## config.mk

```make
export PLATFORM = sky130hd
export DESIGN_NAME = alu_issue
export DESIGN_NICKNAME = d
export VERILOG_FILES = /design/src/rtl/alu_issue.sv
export SDC_FILE = /design/constraint.sdc
export NUM_CORES = 1
export LEC_CHECK = 0
export CAP_MARGIN = 20
export CORE_ASPECT_RATIO = 1.2
export CORE_MARGIN = 2
export CORE_UTILIZATION = 40
export DETAILED_ROUTE_END_ITERATION = 12
export DONT_BUFFER_PORTS = 1
export HOLD_SLACK_MARGIN = 0.02
export MAX_ROUTING_LAYER = met4
export SLEW_MARGIN = 20
export SYNTH_ARGS = -nofsm -noshare
export SYNTH_HDL_FRONTEND = slang
export SYNTH_SLANG_ARGS = --single-unit
```

## constraint.sdc

```tcl
create_clock -name clk -period 2.7 [get_ports clk]
set_input_delay 0.405 -clock clk [delete_from_list [all_inputs] [get_ports clk]]
set_output_delay 0.405 -clock clk [all_outputs]
set_load 0.005 [all_outputs]
```

## src/rtl/alu_issue.sv

```systemverilog
// Issue stage in front of the ALU: decodes instructions, reads operands, tracks busy registers.
// Optional same-cycle writeback forwarding is enabled by defining ISSUE_WB_BYPASS_EN.
`ifndef DATA_WIDTH
`define DATA_WIDTH 8
`endif

module alu_issue #(
    parameter int REG_CNT = 8,
    parameter int DW      = `DATA_WIDTH,
    parameter int AW      = $clog2(REG_CNT),
    parameter int IW      = 3 + 3 * AW
) (
    input  logic          clk,
    input  logic          rst_n,
    input  logic          in_valid,
    output logic          in_ready,
    input  logic [IW-1:0] in_instr,
    output logic          out_valid,
    input  logic          out_ready,
    output logic [2:0]    out_op,
    output logic [DW-1:0] out_a,
    output logic [DW-1:0] out_b,
    output logic [AW-1:0] out_dst,
    output logic          out_wr,
    input  logic          wb_we,
    input  logic [AW-1:0] wb_addr,
    input  logic [DW-1:0] wb_data
);

    typedef logic [DW-1:0] t_data;

    typedef enum logic [2:0] {
        OP_LD   = 3'd0,
        OP_OUT  = 3'd1,
        OP_ADD  = 3'd2,
        OP_SUB  = 3'd3,
        OP_NAND = 3'd4,
        OP_NOR  = 3'd5,
        OP_XOR  = 3'd6,
        OP_SHFL = 3'd7
    } t_opcode;

    t_data            rf [REG_CNT];
    logic [REG_CNT-1:0] busy;
    logic [REG_CNT-1:0] busy_nxt;

    // Stage p0: decode and operand read, combinational from in_instr
    t_opcode          op_p0;
    logic [AW-1:0]    dst_p0;
    logic [AW-1:0]    src_a_p0;
    logic [AW-1:0]    src_b_p0;
    logic [2*AW-1:0]  imm_p0;
    logic             uses_src_p0;
    logic             wr_p0;
    t_data            rd_a_p0;
    t_data            rd_b_p0;
    logic             busy_a_p0;
    logic             busy_b_p0;
    t_data            a_p0;
    t_data            b_p0;
    logic             stall_p0;
    logic             load_p0;
    logic             fire_p0;

    assign op_p0       = t_opcode'(in_instr[IW-1 -: 3]);
    assign dst_p0      = in_instr[3*AW-1 -: AW];
    assign src_a_p0    = in_instr[2*AW-1 -: AW];
    assign src_b_p0    = in_instr[AW-1:0];
    assign imm_p0      = {src_a_p0, src_b_p0};
    assign uses_src_p0 = (op_p0 != OP_LD);
    assign wr_p0       = (op_p0 != OP_OUT);

`ifdef ISSUE_WB_BYPASS_EN
    logic byp_a_p0;
    logic byp_b_p0;

    // A source being written back this cycle is taken straight from wb_data
    assign byp_a_p0  = wb_we && (wb_addr == src_a_p0);
    assign byp_b_p0  = wb_we && (wb_addr == src_b_p0);
    assign rd_a_p0   = byp_a_p0 ? wb_data : rf[src_a_p0];
    assign rd_b_p0   = byp_b_p0 ? wb_data : rf[src_b_p0];
    assign busy_a_p0 = busy[src_a_p0] && !byp_a_p0;
    assign busy_b_p0 = busy[src_b_p0] && !byp_b_p0;
`else
    assign rd_a_p0   = rf[src_a_p0];
    assign rd_b_p0   = rf[src_b_p0];
    assign busy_a_p0 = busy[src_a_p0];
    assign busy_b_p0 = busy[src_b_p0];
`endif

    assign a_p0 = uses_src_p0 ? rd_a_p0 : t_data'(imm_p0);
    assign b_p0 = uses_src_p0 ? rd_b_p0 : '0;

    assign stall_p0 = (uses_src_p0 && (busy_a_p0 || busy_b_p0)) || (wr_p0 && busy[dst_p0]);

    // Stage p1: registered issue toward the ALU
    logic             vld_p1;
    t_opcode          op_p1;
    t_data            a_p1;
    t_data            b_p1;
    logic [AW-1:0]    dst_p1;
    logic             wr_p1;

    assign load_p0  = !vld_p1 || out_ready;
    assign in_ready = rst_n && !stall_p0 && load_p0;
    assign fire_p0  = in_valid && in_ready;

    // Clear before set so a same-cycle issue to a written-back register stays busy
    always_comb begin
        busy_nxt = busy;
        if (wb_we) begin
            busy_nxt[wb_addr] = 1'b0;
        end
        if (fire_p0 && wr_p0) begin
            busy_nxt[dst_p0] = 1'b1;
        end
    end

    always_ff @(posedge clk) begin
        if (!rst_n) begin
            vld_p1 <= 1'b0;
            op_p1  <= OP_LD;
            a_p1   <= '0;
            b_p1   <= '0;
            dst_p1 <= '0;
            wr_p1  <= 1'b0;
            busy   <= '0;
            for (int i = 0; i < REG_CNT; i++) begin
                rf[i] <= '0;
            end
        end else begin
            if (load_p0) begin
                vld_p1 <= fire_p0;
                if (fire_p0) begin
                    op_p1  <= op_p0;
                    a_p1   <= a_p0;
                    b_p1   <= b_p0;
                    dst_p1 <= dst_p0;
                    wr_p1  <= wr_p0;
                end
            end
            busy <= busy_nxt;
            if (wb_we) begin
                rf[wb_addr] <= wb_data;
            end
        end
    end

    assign out_valid = vld_p1;
    assign out_op    = op_p1;
    assign out_a     = a_p1;
    assign out_b     = b_p1;
    assign out_dst   = dst_p1;
    assign out_wr    = wr_p1;

endmodule

```

After elaboration in Yosys (flattened, before gate mapping)
Memory sizes are Yosys's and may differ from the RTL's.
Cells that the tools add are included.
- reduce and logical (&&, ||, !) cells: 16
- mux-type cells: 21
- eq/ne operators: 1
- bitwise gates (word level): 3
- magnitude comparators: 6
- operators with widths (operator ; count):
    $mux W8 ; 5
    $lt A3 B4 Y1 const B ; 4
    $mux W1 ; 10
    $bmux W1 S3 ; 3
    $and A8 B8 Y8 ; 1
    $logic_and A1 B1 Y1 ; 8
    $not A8 Y8 ; 1
    $or A8 B8 Y8 ; 1
    $reduce_or A8 Y1 ; 1
    $demux W1 S3 ; 2
    $ge A3 B1 Y1 const B ; 2
    $logic_or A1 B1 Y1 ; 3
    $mux W3 ; 1
    $ne A3 B1 Y1 const B ; 1
    $reduce_bool A3 Y1 ; 1
    $logic_not A1 Y1 ; 2
    $reduce_and A2 Y1 ; 1
- memory bits (writable): 64
- register bits: 32
- output and inout bits: 25
- memories kept: 1
- logic and storage cells: 55
- input port bits: 28
- memory list (memory ; words ; width ; rd ports ; clocked after memory_dff ; wr ports ; RTL line ; source):
    rf ; 8 ; 8 ; 2 ; 0 ; 8 ; 43 ; t_data rf [REG_CNT];

Logic depth before layout (Yosys ltp)
- depth in word-level cells: 11
- mapped depth: 7
- depth with buffers taken out: 5

Worst setup path before layout
OpenSTA, ideal clock, no wires.
- path type: input to output
- from: input in_instr[4]
- to: output in_ready
- path buffers: 1
- slack: 528 ps
- data required time: 2295 ps
- arrival time: 1767 ps
- cell stages on the path: 5
- cells stage by stage: buf_2 -> mux4_2 -> mux2_2 -> o21ai_4 -> and2_1
- word-level cells in the longest chain between the ends: 8
- ends and longest elaborated chain (element ; RTL line ; source):
    start: declaration ; 17 ; input logic [IW-1:0] in_instr,
    $bmux W1 S3 ; 87 ; assign busy_a_p0 = busy[src_a_p0];
    $mux W1 (not written as such) ; 87 ;
    $logic_or A1 B1 Y1 ; 94 ; assign stall_p0 = (uses_src_p0 && (busy_a_p0 || busy_b_p0)) || (wr_p0 && busy[dst_p0]);
    $logic_and A1 B1 Y1 ; 94 ;
    $logic_or A1 B1 Y1 ; 94 ;
    $logic_not A1 Y1 ; 105 ; assign in_ready = rst_n && !stall_p0 && load_p0;
    $logic_and A1 B1 Y1 (2 in a row) ; 105 ;
    end: declaration ; 16 ; output logic in_ready,
No other way between the ends. The select of a mux whose other input is x is not followed.

Worst setup path after layout
- from: register busy[7]
- to: output in_ready
- word-level cells in the longest chain between the ends: 8
- elaborated cells between the ends (all ways): 13
- classes of those cells: mux: 6; reduce/logical: 7
- ends and longest elaborated chain (element ; RTL line ; source):
    start: declaration ; 44 ; logic [REG_CNT-1:0] busy;
    start signal: assignment ; 142 ; busy <= busy_nxt;
    $bmux W1 S3, on equally long branches ; 87, 88 ;
    $mux W1, on equally long branches ; 87, 88 ;
    $logic_or A1 B1 Y1 ; 94 ;
    $logic_and A1 B1 Y1 ; 94 ;
    $logic_or A1 B1 Y1 (*) ; 94 ;
    $logic_not A1 Y1 (*) ; 105 ;
    $logic_and A1 B1 Y1 (*) (2 in a row) ; 105 ;
Mark *: on every way between the ends. The rest lies on a longest branch, timed or not. The select of a mux whose other input is x is not followed.

==> metrics.md <==
| Metric | Value |
|---|---|
| Finished Layout Cells | `between 500 and 600` |
| Clock edge transition at the registers on the reported setup and hold paths | `0.06 ns` |
| Source of the critical timing path | `busy[7]` |
| Net count after synthesis | `just over 400` |
| Final-stage net count | `approximately 400` |
| Depth of the CTS H-tree | `3` |
| Initial DRT Pass Iterations | `4` |
| Setup Buffers After CTS | `0` |
| Setup-violating endpoint count in the final report | `0` |
| Endpoint kind of the worst setup timing path | `primary output` |
| CTS resizes | `0` |
| Number of clock sinks | `96` |
| Vias in the first global route | `around 3100` |
| CP max FO | `7` |
| Count of different cell masters after synthesis | `40` |
| Area of the mapped netlist | `4950 µm²` |
| Category of the worst setup path launch point | `register` |
| Net switching power | `approximately 0.00073 W` |
| Type of the setup path with the least slack | `reg2out` |
| Post-Synthesis Cells | `between 300 and 400` |
| Clock buffer depth | `2` |
| Cell count after placement | `between 500 and 600` |
| Design internal power | `0.00257 W` |
| Critical R2R Launch | `busy[7]` |
| Quantity of I/O buffers inserted on ports | `0` |
| Number of buffers created by CTS | `9` |
| Portion of total power attributed to sequential cells | `52.6%` |
| Post-synth EDFFs | `between 60 and 70` |
| All-Layer GR Usage | `18.1%` |
| Area growth from synthesis to layout | `9.48%` |
| Wirelength per Cell | `roughly 20 µm` |
| Total vias in the final route | `between 3000 and 4000` |
| Pin count of the biggest net entering global routing | `45` |
| P per Cell Area | `roughly 610 nW/µm²` |
| Root buffer cell | `clkbuf_16` |
| Count of nets left with antenna violations after detail routing | `0` |
| Fin Clk Skew | `about 0.0061 ns` |
| Async S/R FF share, synth | `0%` |
| Measured slew at the worst slew-check pin | `roughly 0.66 ns` |
| Total Wirelength | `roughly 11000 µm` |
| CP required | `2.30 ns` |
| Final GP Congestion | `around 0.84` |
| Part of the cycle the worst path needs | `approximately 86%` |
| Drt first-iter violations | `210` |
| Clock network fraction of total power | `about 38%` |
| Arr. time, crit path | `between 1.5 and 2 ns` |
| CTS tree | `done` |
| Core Footprint | `12100 µm²` |
| Maximum capacitance violations | `0` |
| Maximum clock frequency | `~430 MHz` |
| Number of cell rows | `between 40 and 50` |
| Final hold violation count | `0` |
| TNS Setup | `0 ns` |
| Floorplan die height | `between 100 and 150 µm` |
| Synth Register Bits | `96` |
| GRT Residual Overflow | `0` |
| Layout cell share with drive strength beyond 1 | `between 20% and 30%` |
| Global-route wire length before repair | `17800 µm` |
| Number of design rule violations left after detail routing | `0` |
| Hold Crit Start | `in_instr[10]` |
| Final Max Tran Viols | `0` |
| Most used DFF post-synth | `edfxtp_1` |
| I/O pin count | `53` |
| Via density per instance | `approximately 5.5` |
| Final min period | `2.32 ns` |
| Headroom to the max-slew limit | `55.6%` |
| Antenna violations before repair | `0` |
| Count of warnings emitted by yosys | `0` |
| Setup repair after global routing missed its margin | `false` |
| Switching share of power | `22.2%` |
| Total Die Area | `approximately 13000 µm²` |
| Mean post-synth cell area | `between 10 and 15 µm²` |
| Path class of the lowest-slack min-delay path | `in2reg` |
| Clock Latency Late Sink | `between 0.3 and 0.4 ns` |
| Seq/Total Area, Yosys | `approximately half` |
| CTS hold repair buffers | `0` |
| Die width | `between 100 and 150 µm` |
| Worst ir drop on vdd | `about 0.28 mV` |
| Combinational power share | `9.8%` |
| Leakage power summed over all cells | `1.94 nW` |
| Detailed Place HPWL | `between 7000 and 8000 µm` |
| Initial cell density of the core | `40.8%` |
| Antenna diode instance count | `0` |
| Outcome | `finished, final reports clean` |
[cell usage after synthesis, drive strengths merged (3+ instances only)]
library cell	n	share of area, %
and2	65	8.2
edfxtp	64	39
nand2	42	3.2
mux4	37	17
dfxtp	32	13
mux2i	24	4.9
o21ai	16	1.8
clkbuf	14	1.1
mux2	12	2.7
buf	10	1.3
nor2	9	0.68
nand2b	6	0.76
nand3	6	0.86
nand4	5	0.63
inv	4	0.30
nor3	4	0.40
o31ai	4	0.61
a21oi	3	0.30
o21a	3	0.46
[final cells by class]
class                           count  area [µm²]
Inverter                            4        15.0
Fill cell                        1091        6700
Multi-Input combinational cell    256        2250
Sequential cell                    96        2560
Clock buffer                        9         225
Tap cell                          161         201
Clock inverter                      7        61.3
Timing Repair Buffer               13        97.6
[placed cells by master, fill, tap and decap left out, types with 4 or more instances in the layout]
| cell | n |
|---|---|
| and2_1 | 65 |
| edfxtp_1 | 64 |
| nand2_1 | 42 |
| mux4_2 | 37 |
| dfxtp_1 | 32 |
| mux2i_1 | 24 |
| o21ai_0 | 13 |
| buf_4 | 13 |
| mux2_2 | 12 |
| nor2_1 | 9 |
| clkbuf_16 | 9 |
| nand2b_1 | 6 |
| nand4_1 | 5 |
| nand3_1 | 5 |
| o31ai_1 | 4 |
| inv_1 | 4 |
| nor3_1 | 4 |
[power groups by stage]
stage               Sequential [W]  Combinational, W  Clock [W]
global route               0.00175          0.000352    0.00133
global placement           0.00176          0.000319          0
CTS                        0.00174          0.000326    0.00127
detailed placement         0.00177          0.000324          0
floorplan                  0.00175          0.000299          0
finish                     0.00174          0.000322    0.00124
[flip-flops by register name, summed over array words and instances (netlist names)]
name / flops
out_a: 8
out_valid: 1
out_op: 3
out_b: 8
out_dst: 3
out_wr: 1
busy: 8
rf: 64
[stage by stage]
stage          hold WS [ns]  utilization, %  setup WS [ns]  area [µm²]  total power, W
6_report              0.207            44.7          0.378        5420         0.00330
5_1_grt               0.206            44.7          0.300        5420         0.00343
4_1_cts               0.198            44.7          0.354        5420         0.00334
3_5_place_dp          0.473            42.4          0.512        5130         0.00209
3_3_place_gp          0.465            42.4          0.567        5130         0.00208
2_1_floorplan         0.451               -          0.528        4950         0.00205
[metal layers]
| metal | wire length, µm | global-route usage [%] |
|---|---|---|
| met5 | 0 | - |
| met4 | 131 | 7.82 |
| met3 | 596 | 2.95 |
| met2 | 5740 | 30.0 |
| met1 | 4460 | 22.0 |
[final timing paths]
kind                                  end  slack, ns  cells past startpoint
worst max-delay path             in_ready       0.38                      4
worst min-delay path            out_op[1]       0.21                      2
worst max register to register   out_a[6]       0.59                      6
worst min register to register   out_a[7]       0.48                      2
[cells by family (layout without fill, tap and decap cells)]
logic type             after synthesis  after routing  synth area share [%]
AOI/OAI and AO/OA                   37             37                  5.01
buffers and inverters               28             33                  2.66
and+or+nand+nor                    146            146                  16.1
DFF                                 96             96                  51.8
muxes                               73             73                  24.4
[critical path, cell delays in order (launching register included)]
cell and delay [ns]:
dfxtp_1 0.34, mux4_2 0.47, mux2_2 0.30, o21ai_4 0.25, and2_1 0.20
(Power assumes the default switching activity.)
